`src/rtl/pong_score_fsm.sv`:
```
// Pong match controller: consumes point pulses, keeps both scores, runs the
// idle/serve/play/over match FSM and drives two active-low 7-segment digits.
module pong_score_fsm #(
  parameter int unsigned WIN_SCORE   = 7,
  parameter int unsigned PAUSE_TICKS = 25_000_000
) (
  input  logic       pixel_clk,
  input  logic       reset_n,
  input  logic       point_player,
  input  logic       point_ai,
  input  logic       start,
  output logic       game_run,
  output logic       serve_dir,
  output logic [3:0] score_player,
  output logic [3:0] score_ai,
  output logic [1:0] winner,
  output logic [1:0] state,
  output logic [6:0] hex_player,
  output logic [6:0] hex_ai
);

  localparam int unsigned CntW = (PAUSE_TICKS > 1) ? $clog2(PAUSE_TICKS) : 1;
  localparam logic [CntW-1:0] CntLast = CntW'(PAUSE_TICKS - 1);
  localparam logic [3:0] WinScore = 4'(WIN_SCORE);

  typedef enum logic [1:0] {
    StIdle  = 2'b00,
    StServe = 2'b01,
    StPlay  = 2'b10,
    StOver  = 2'b11
  } state_e;

  state_e          state_q;
  logic            start_q;
  logic [CntW-1:0] cnt_q;
  logic [3:0]      score_player_q;
  logic [3:0]      score_ai_q;
  logic [1:0]      winner_q;
  logic            game_run_q;
  logic            serve_dir_q;
  logic [6:0]      hex_player_q;
  logic [6:0]      hex_ai_q;

  logic       start_edge;
  logic [3:0] player_next;
  logic [3:0] ai_next;

  assign start_edge  = start & ~start_q;
  assign player_next = score_player_q + 4'd1;
  assign ai_next     = score_ai_q + 4'd1;

  function automatic logic [6:0] seg7(input logic [3:0] v);
    logic [6:0] seg;
    case (v)
      4'd0:    seg = 7'b1000000;
      4'd1:    seg = 7'b1111001;
      4'd2:    seg = 7'b0100100;
      4'd3:    seg = 7'b0110000;
      4'd4:    seg = 7'b0011001;
      4'd5:    seg = 7'b0010010;
      4'd6:    seg = 7'b0000010;
      4'd7:    seg = 7'b1111000;
      4'd8:    seg = 7'b0000000;
      4'd9:    seg = 7'b0010000;
      default: seg = 7'h7F;
    endcase
    return seg;
  endfunction

  // start_q resets high so a button held through reset is not seen as a press.
  always_ff @(posedge pixel_clk or negedge reset_n) begin
    if (!reset_n) begin
      state_q        <= StIdle;
      start_q        <= 1'b1;
      cnt_q          <= '0;
      score_player_q <= '0;
      score_ai_q     <= '0;
      winner_q       <= 2'b00;
      game_run_q     <= 1'b0;
      serve_dir_q    <= 1'b0;
    end else begin
      start_q <= start;
      case (state_q)
        StIdle: begin
          if (start_edge) begin
            state_q        <= StServe;
            score_player_q <= '0;
            score_ai_q     <= '0;
            cnt_q          <= '0;
          end
        end
        StServe: begin
          if (cnt_q == CntLast) begin
            state_q    <= StPlay;
            game_run_q <= 1'b1;
            cnt_q      <= '0;
          end else begin
            cnt_q <= cnt_q + 1'b1;
          end
        end
        StPlay: begin
          // A simultaneous pair of pulses credits only the player.
          if (point_player) begin
            score_player_q <= player_next;
            serve_dir_q    <= 1'b1;
            game_run_q     <= 1'b0;
            if (player_next == WinScore) begin
              state_q  <= StOver;
              winner_q <= 2'b01;
            end else begin
              state_q <= StServe;
              cnt_q   <= '0;
            end
          end else if (point_ai) begin
            score_ai_q  <= ai_next;
            serve_dir_q <= 1'b0;
            game_run_q  <= 1'b0;
            if (ai_next == WinScore) begin
              state_q  <= StOver;
              winner_q <= 2'b10;
            end else begin
              state_q <= StServe;
              cnt_q   <= '0;
            end
          end
        end
        StOver: begin
          if (start_edge) begin
            state_q        <= StServe;
            score_player_q <= '0;
            score_ai_q     <= '0;
            winner_q       <= 2'b00;
            cnt_q          <= '0;
          end
        end
        default: state_q <= StIdle;
      endcase
    end
  end

  always_ff @(posedge pixel_clk or negedge reset_n) begin
    if (!reset_n) begin
      hex_player_q <= 7'b1000000;
      hex_ai_q     <= 7'b1000000;
    end else begin
      hex_player_q <= seg7(score_player_q);
      hex_ai_q     <= seg7(score_ai_q);
    end
  end

  assign game_run     = game_run_q;
  assign serve_dir    = serve_dir_q;
  assign score_player = score_player_q;
  assign score_ai     = score_ai_q;
  assign winner       = winner_q;
  assign state        = state_q;
  assign hex_player   = hex_player_q;
  assign hex_ai       = hex_ai_q;

endmodule
```
`config.mk`:
```
export PLATFORM = sky130hd
export DESIGN_NAME = pong_score_fsm
export DESIGN_NICKNAME = d
export VERILOG_FILES = /design/src/rtl/pong_score_fsm.sv
export SDC_FILE = /design/constraint.sdc
export NUM_CORES = 1
export LEC_CHECK = 0
export BUFFER_PORTS_ARGS = -buffer_cell sky130_fd_sc_hd__buf_2
export CAP_MARGIN = 0
export CORE_MARGIN = 1
export CORE_UTILIZATION = 25
export DETAILED_ROUTE_END_ITERATION = 8
export HOLD_SLACK_MARGIN = 0.12
export PLACE_DENSITY_LB_ADDON = 0.05
export SKIP_LAST_GASP = 1
export SLEW_MARGIN = 20
export SYNTH_ARGS = -nofsm -noshare
export SYNTH_HDL_FRONTEND = slang
export SYNTH_SLANG_ARGS = --single-unit
```
`constraint.sdc`:
```
create_clock -name pixel_clk -period 6.1 [get_ports pixel_clk]
set_input_delay 1.22 -clock pixel_clk [delete_from_list [all_inputs] [get_ports pixel_clk]]
set_output_delay 1.22 -clock pixel_clk [all_outputs]
set_load 0.05 [all_outputs]
```
==> results.py, run 1 <==
metrics = {
    "place": {
        "dp_slack_ps": 2630,
        "place_congestion": 0.753,
        "dpl.hpwl_um": 5220,
        "portBuffers": 32,
        "dpl.cell_count": 524,
    },
    "die": {
        "die_y_um": 114,
        "die_area_um2": 12900,
        "start_util": 0.258,
        "row_count": 40,
        "pin_count": 33,
        "die_w_um": 114,
        "core-area_um2": 12100,
    },
    "route": {
        "drt-vias-per-instance": 4.70,
        "antenna_left": 0,
        "dr.first_iter.drc_count": 53,
        "drt-wirelength-per-cell_um": 14.7,
        "dr_total_vias": 2498,
        "first_pass_iters": 4,
        "drt-total-wl_um": 7810,
        "drc": 0,
    },
    "synth": {
        "yosysSeqAreaShare": 0.435,
        "syn-num-nets": 356,
        "synth_compound_area_frac": 0.241,
        "yosys.area_share.simple": 0.193,
        "yosys_most_used_dff": "dfrtp_1",
        "syn-cell-area_um2": 3110,
        "avgSynthCellArea_um2": 9.32,
        "ys_ff_latch": 54,
        "async_flop_share": 1.00,
        "synth-edff-count": 0,
        "yosysTopAreaCell": "dfrtp_1",
        "synth-xor-area-share": 0.0113,
        "synth.most_common_cell": "dfrtp_1",
        "synth_top_family_by_area": "compound AO/OA/AOI/OAI gates",
        "synthAdderAreaFrac": 0.0684,
        "synth_cell_type_count": 42,
        "synth_top_area_frac": 0.410,
        "synth_mux_area_frac": 0.00322,
        "postSynthCellCount": 334,
        "netlist_top_cells_area": "dfrtp_1, o31ai_2, ha_1",
        "ys_warn_count": 0,
        "ys_top_cells_by_count": "dfrtp_1, o21ai_0, nand2_1",
    },
    "global_route": {
        "top_usage_layer": "met2",
        "grt_pass1_wl_um": 13400,
        "track_usage": 0.133,
        "grt_pass1_vias": 2579,
        "met3_usage": 0.0298,
        "grt.overflow.total": 0,
        "met1_usage": 0.177,
        "antenna_found_initial": 0,
        "grt_util_met2": 0.207,
        "grt_max_degree": 55,
    },
    "timing": {
        "setup_slack_ps": 2950,
        "fmax_ghz": 0.318,
        "rsz0062_at_grt": "false",
        "worst_pin_slew_ps": 746,
        "setup_tns_ps": 0,
        "period_minus_slack_ps": 3150,
        "finalSetupViolations": 0,
        "fin_crit_sh": 0.516,
        "hold_viol_final": 0,
        "slew_headroom": 0.499,
        "clock_skew_ps": 4.90,
        "slew_violations": 0,
    },
    "power_and_ir_drop": {
        "ir_drop_v": 0.000231,
        "power_density_nw_per_um2": 452,
        "p_leak_nw": 1.54,
    },
    "layout": {
        "finalNetCount": 385,
        "n_antenna_cell": 0,
        "drive_above_1_share": 0.195,
        "area_delta_synth_final_pct": 14.6,
        "fin_cells": 532,
    },
    "clock_tree": {
        "cts_buffer_depth": 2,
        "cts_tree": "yes",
        "clk_pin_slew_ps": 70,
        "clock_latency_ps": 300,
        "root_buffer": "clkbuf_16",
        "clock-sinks": 54,
        "post_cts_buffers": 0,
        "cts_resized": 0,
        "cts_max_level": 2,
        "cts_hold_buffers": 0,
        "numCtsBuffers": 5,
    },
    "worst_setup_path": {
        "worstPathMaxFanout": 27,
        "critPathKind": "in2reg",
        "cp-end-kind": "flip-flop",
        "crit_required_ps": 6300,
        "cpMaxStageDelayCell": "or2_1",
        "path_cells": "buf_2 -> inv_1 -> and4_1 -> a32oi_2 -> nand2_2 -> or2_1 -> buf_4 -> o41ai_2",
        "cp.arrival_ps": 3350,
        "startpoint_type": "input pin",
        "max_stage_delay_ps": 510,
    },
    "hold_path": {
        "hp-class": "reg2reg",
    },
    "status": {
        "status": "finished, final reports clean",
    },
    "run": {
        "maxCapViolations": 0,
    },
}
-- critical path, delay by kind of cell --
family                 cells  cell delay, ps
AO/OA/AOI/OAI              2             560
buffers and inverters      3             530
AND/OR/NAND/NOR            3            1030
-- final timing paths --
path,startpoint,endpoint,slack [ps],depth (start not counted)
hold reg to reg,cnt_q[14]$_DFFE_PN0P_,cnt_q[14]$_DFFE_PN0P_,490,1
setup / recovery,point_player,cnt_q[12]$_DFFE_PN0P_,2950,8
max in group asynchronous,reset_n,hex_ai[0]$_DFF_PN0_,4550,2
min in group asynchronous,reset_n,hex_player[4]$_DFF_PN0_,1070,2
setup reg to reg,score_ai[1]$_DFFE_PN0P_,cnt_q[12]$_DFFE_PN0P_,3030,8
hold / removal,cnt_q[14]$_DFFE_PN0P_,cnt_q[14]$_DFFE_PN0P_,490,1
-- kinds of logic (layout without fill, tap and decap cells) --
logic type,count (synthesis),in the layout
AO/OA/AOI/OAI,109,109
XOR/XNOR,4,4
flip-flops,54,54
AND/OR/NAND/NOR,120,120
multiplexers,1,1
buffers and inverters,29,59
adder cells (fa/ha/maj),17,17
-- routing by layer --
metal	wire length (um)	up-vias
li1	-	1248
met2	3510	34
met5	0	-
met3	218	8
met1	3930	1208
met4	143	0
-- state kept, by name, summed over array words and instances (netlist names) --
signal        flops
game_run          1
score_player      4
winner            2
hex_player        7
serve_dir         1
state             2
cnt_q            25
start_q           1
hex_ai            7
score_ai          4
-- placed cells by master (no fill, tap or decap), types with 4 or more instances in the layout --
master,netlist,layout
a21oi_1,23,23
a31oi_1,8,8
and2_1,6,6
and3_1,4,4
and4_1,4,4
buf_2,4,32
clkbuf_16,0,5
dfrtp_1,51,51
ha_1,17,17
inv_1,15,15
nand2_1,31,31
nand2b_1,7,7
nand3_1,15,15
nand4_1,4,4
nor2_1,30,30
nor2b_1,5,5
o21ai_0,33,33
o21ai_1,15,15
o31ai_2,18,18
-- area by class of cell --
type,instances,area (um^2)
Fill cell,1289,8500
Multi-Input combinational cell,251,1610
Sequential cell,54,1360
Tap cell,168,210
Timing Repair Buffer,35,183
Clock buffer,7,143
Inverter,16,60.1
Clock inverter,1,5.00
-- per-stage QoR --
step | hold WS [ps] | utilization | power (W) | area (um^2)
floorplan | 451 | - | 0.00113 | 3110
global placement | 472 | 0.283 | 0.00133 | 3420
detailed placement | 471 | 0.283 | 0.00133 | 3420
CTS | 489 | 0.296 | 0.00164 | 3560
global route | 512 | 0.296 | 0.00174 | 3560
finish | 486 | 0.296 | 0.00161 | 3560
-- power by group --
part           internal (W)  switching, W  total (W)
sequential         0.000436     0.0000721   0.000508
clock              0.000163      0.000135   0.000299
combinational      0.000199      0.000605   0.000804
total              0.000798      0.000812    0.00161
No activity file was read; power rests on OpenSTA's default activity.
==> run 2: changes to the inputs <==
==> constraint.sdc (replaced) <==
create_clock -name pixel_clk -period 2.8 [get_ports pixel_clk]
set_input_delay 0.56 -clock pixel_clk [delete_from_list [all_inputs] [get_ports pixel_clk]]
set_output_delay 0.56 -clock pixel_clk [all_outputs]
set_load 0.05 [all_outputs]
==> results.py, run 2 (synthesis gave the netlist of run 1 again) <==
metrics = {
    "clock_tree": {
        "clock-sinks": 54,
        "post_cts_buffers": 0,
        "cts_buffer_depth": 2,
        "root_buffer": "clkbuf_16",
        "numCtsBuffers": 5,
        "cts_hold_buffers": 0,
        "cts_tree": "yes",
        "cts_max_level": 2,
        "cts_resized": 0,
        "clk_pin_slew_ps": 70,
        "clock_latency_ps": 300,
    },
    "worst_setup_path": {
        "cp-end-kind": "flip-flop",
        "cp.arrival_ps": 2500,
        "startpoint_type": "flip-flop",
        "crit_required_ps": 3010,
        "rr_startpoint": "score_ai[0]$_DFFE_PN0P_",
        "worstPathMaxFanout": 13,
        "timing.rr.end": "cnt_q[15]$_DFFE_PN0P_",
        "r2r_slack_ps": 510,
        "ff2ff_path_depth": 8,
        "critPathKind": "reg2reg",
    },
    "route": {
        "antenna_left": 0,
        "first_pass_iters": 4,
        "drt-vias-per-instance": 4.73,
        "drt-total-wl_um": 7820,
        "drt-wirelength-per-cell_um": 14.5,
        "drc": 0,
        "dr.first_iter.drc_count": 121,
        "dr_total_vias": 2561,
    },
    "die": {
        "row_count": 40,
        "pin_count": 33,
        "die_y_um": 114,
        "die_w_um": 114,
        "start_util": 0.258,
        "die_area_um2": 12900,
        "core-area_um2": 12100,
    },
    "layout": {
        "finish.utilization": 0.304,
        "fin_cells": 541,
        "layout_commonest_cell": "dfrtp_1",
        "largest_reg_flops": 25,
        "finalNetCount": 394,
        "n_antenna_cell": 0,
        "drive_above_1_share": 0.217,
        "layout_common_cells": "dfrtp_1, o21ai_0, buf_2",
        "area_delta_synth_final_pct": 17.7,
        "top_register": "cnt_q",
    },
    "global_route": {
        "grt_pass1_wl_um": 13100,
        "grt.overflow.total": 0,
        "grt_max_degree": 39,
        "antenna_found_initial": 0,
        "track_usage": 0.133,
        "grt_pass1_vias": 2493,
    },
    "place": {
        "portBuffers": 32,
        "dpl.hpwl_um": 5480,
        "dpl.cell_count": 533,
        "place_congestion": 0.764,
    },
    "timing": {
        "fin_crit_sh": 0.817,
        "slew_violations": 0,
        "whs_ps": 180,
        "slew_headroom": 0.526,
        "fmax_ghz": 0.437,
        "hold_viol_final": 0,
        "period_minus_slack_ps": 2290,
        "setup_tns_ps": 0,
        "worst_pin_slew_ps": 705,
        "clock_skew_ps": 6.50,
        "rsz0062_at_grt": "false",
        "finalSetupViolations": 0,
    },
    "power_and_ir_drop": {
        "seq_power_share": 0.292,
        "clkPwrFrac": 0.194,
        "power_frac_comb": 0.514,
        "power_density_nw_per_um2": 995,
        "switching_share": 0.491,
        "switching_power_w": 0.00179,
        "p_leak_nw": 1.60,
        "ir_drop_v": 0.000413,
        "total_power_w": 0.00365,
        "intPower_w": 0.00186,
    },
    "status": {
        "status": "finished, final reports clean",
    },
    "run": {
        "maxCapViolations": 0,
    },
    "hold_path": {
        "hp-class": "in2async",
    },
}
-- run 2: worst max-delay path by stage --
stage                     cells past startpoint                    end                         from  slack, ps
after global placement                        8  cnt_q[15]$_DFFE_PN0P_      score_ai[0]$_DFFE_PN0P_        560
after CTS                                     8  cnt_q[15]$_DFFE_PN0P_      score_ai[0]$_DFFE_PN0P_        500
final                                         8  cnt_q[15]$_DFFE_PN0P_      score_ai[0]$_DFFE_PN0P_        510
after global routing                          8  cnt_q[15]$_DFFE_PN0P_  score_player[1]$_DFFE_PN0P_        370
after floorplan                               9   cnt_q[5]$_DFFE_PN0P_      score_ai[1]$_DFFE_PN0P_        340
after detailed placement                      8  cnt_q[15]$_DFFE_PN0P_      score_ai[0]$_DFFE_PN0P_        510
-- run 2: metal layers --
layer | wire [um] | share of wire | global-route usage | up-vias
met4 | 138 | 0.018 | 0.0509 | 0
li1 | - | - | - | 1265
met1 | 3850 | 0.49 | 0.176 | 1240
met2 | 3450 | 0.44 | 0.202 | 48
met5 | 0 | 0 | 0 | -
met3 | 386 | 0.049 | 0.0404 | 8
-- run 2: power groups by stage --
| stage | logic, W | registers, W | clock network [W] |
|---|---|---|---|
| 2_1_floorplan | 0.000870 | 0.00159 | 0 |
| 3_3_place_gp | 0.00192 | 0.00108 | 0 |
| 3_5_place_dp | 0.00189 | 0.00108 | 0 |
| 4_1_cts | 0.00190 | 0.00107 | 0.000746 |
| 5_1_grt | 0.00207 | 0.00109 | 0.000767 |
| 6_report | 0.00187 | 0.00107 | 0.000707 |
-- run 2: critical path: stages (launching register included) --
cell and delay [ps]:
dfrtp_1 470, ha_1 290, xor2_1 170, and4_1 210, a32oi_2 210, nand2_2 90
or2_1 240, buf_4 210, o41ai_2 310
-- run 2: final cells by class --
cell class / instances / area [um^2]
fill: 1282 / 8400
inverter: 16 / 60.1
sequential: 54 / 1360
clock buffer: 8 / 166
multi-input combinational: 251 / 1610
tap: 168 / 210
timing repair buffer: 44 / 263
-- run 2: per-stage QoR --
step / area, um^2 / setup slack (ps)
4_1_cts: 3660 / 495
3_5_place_dp: 3500 / 513
5_1_grt: 3660 / 374
2_1_floorplan: 3110 / 341
6_report: 3660 / 513
3_3_place_gp: 3500 / 558
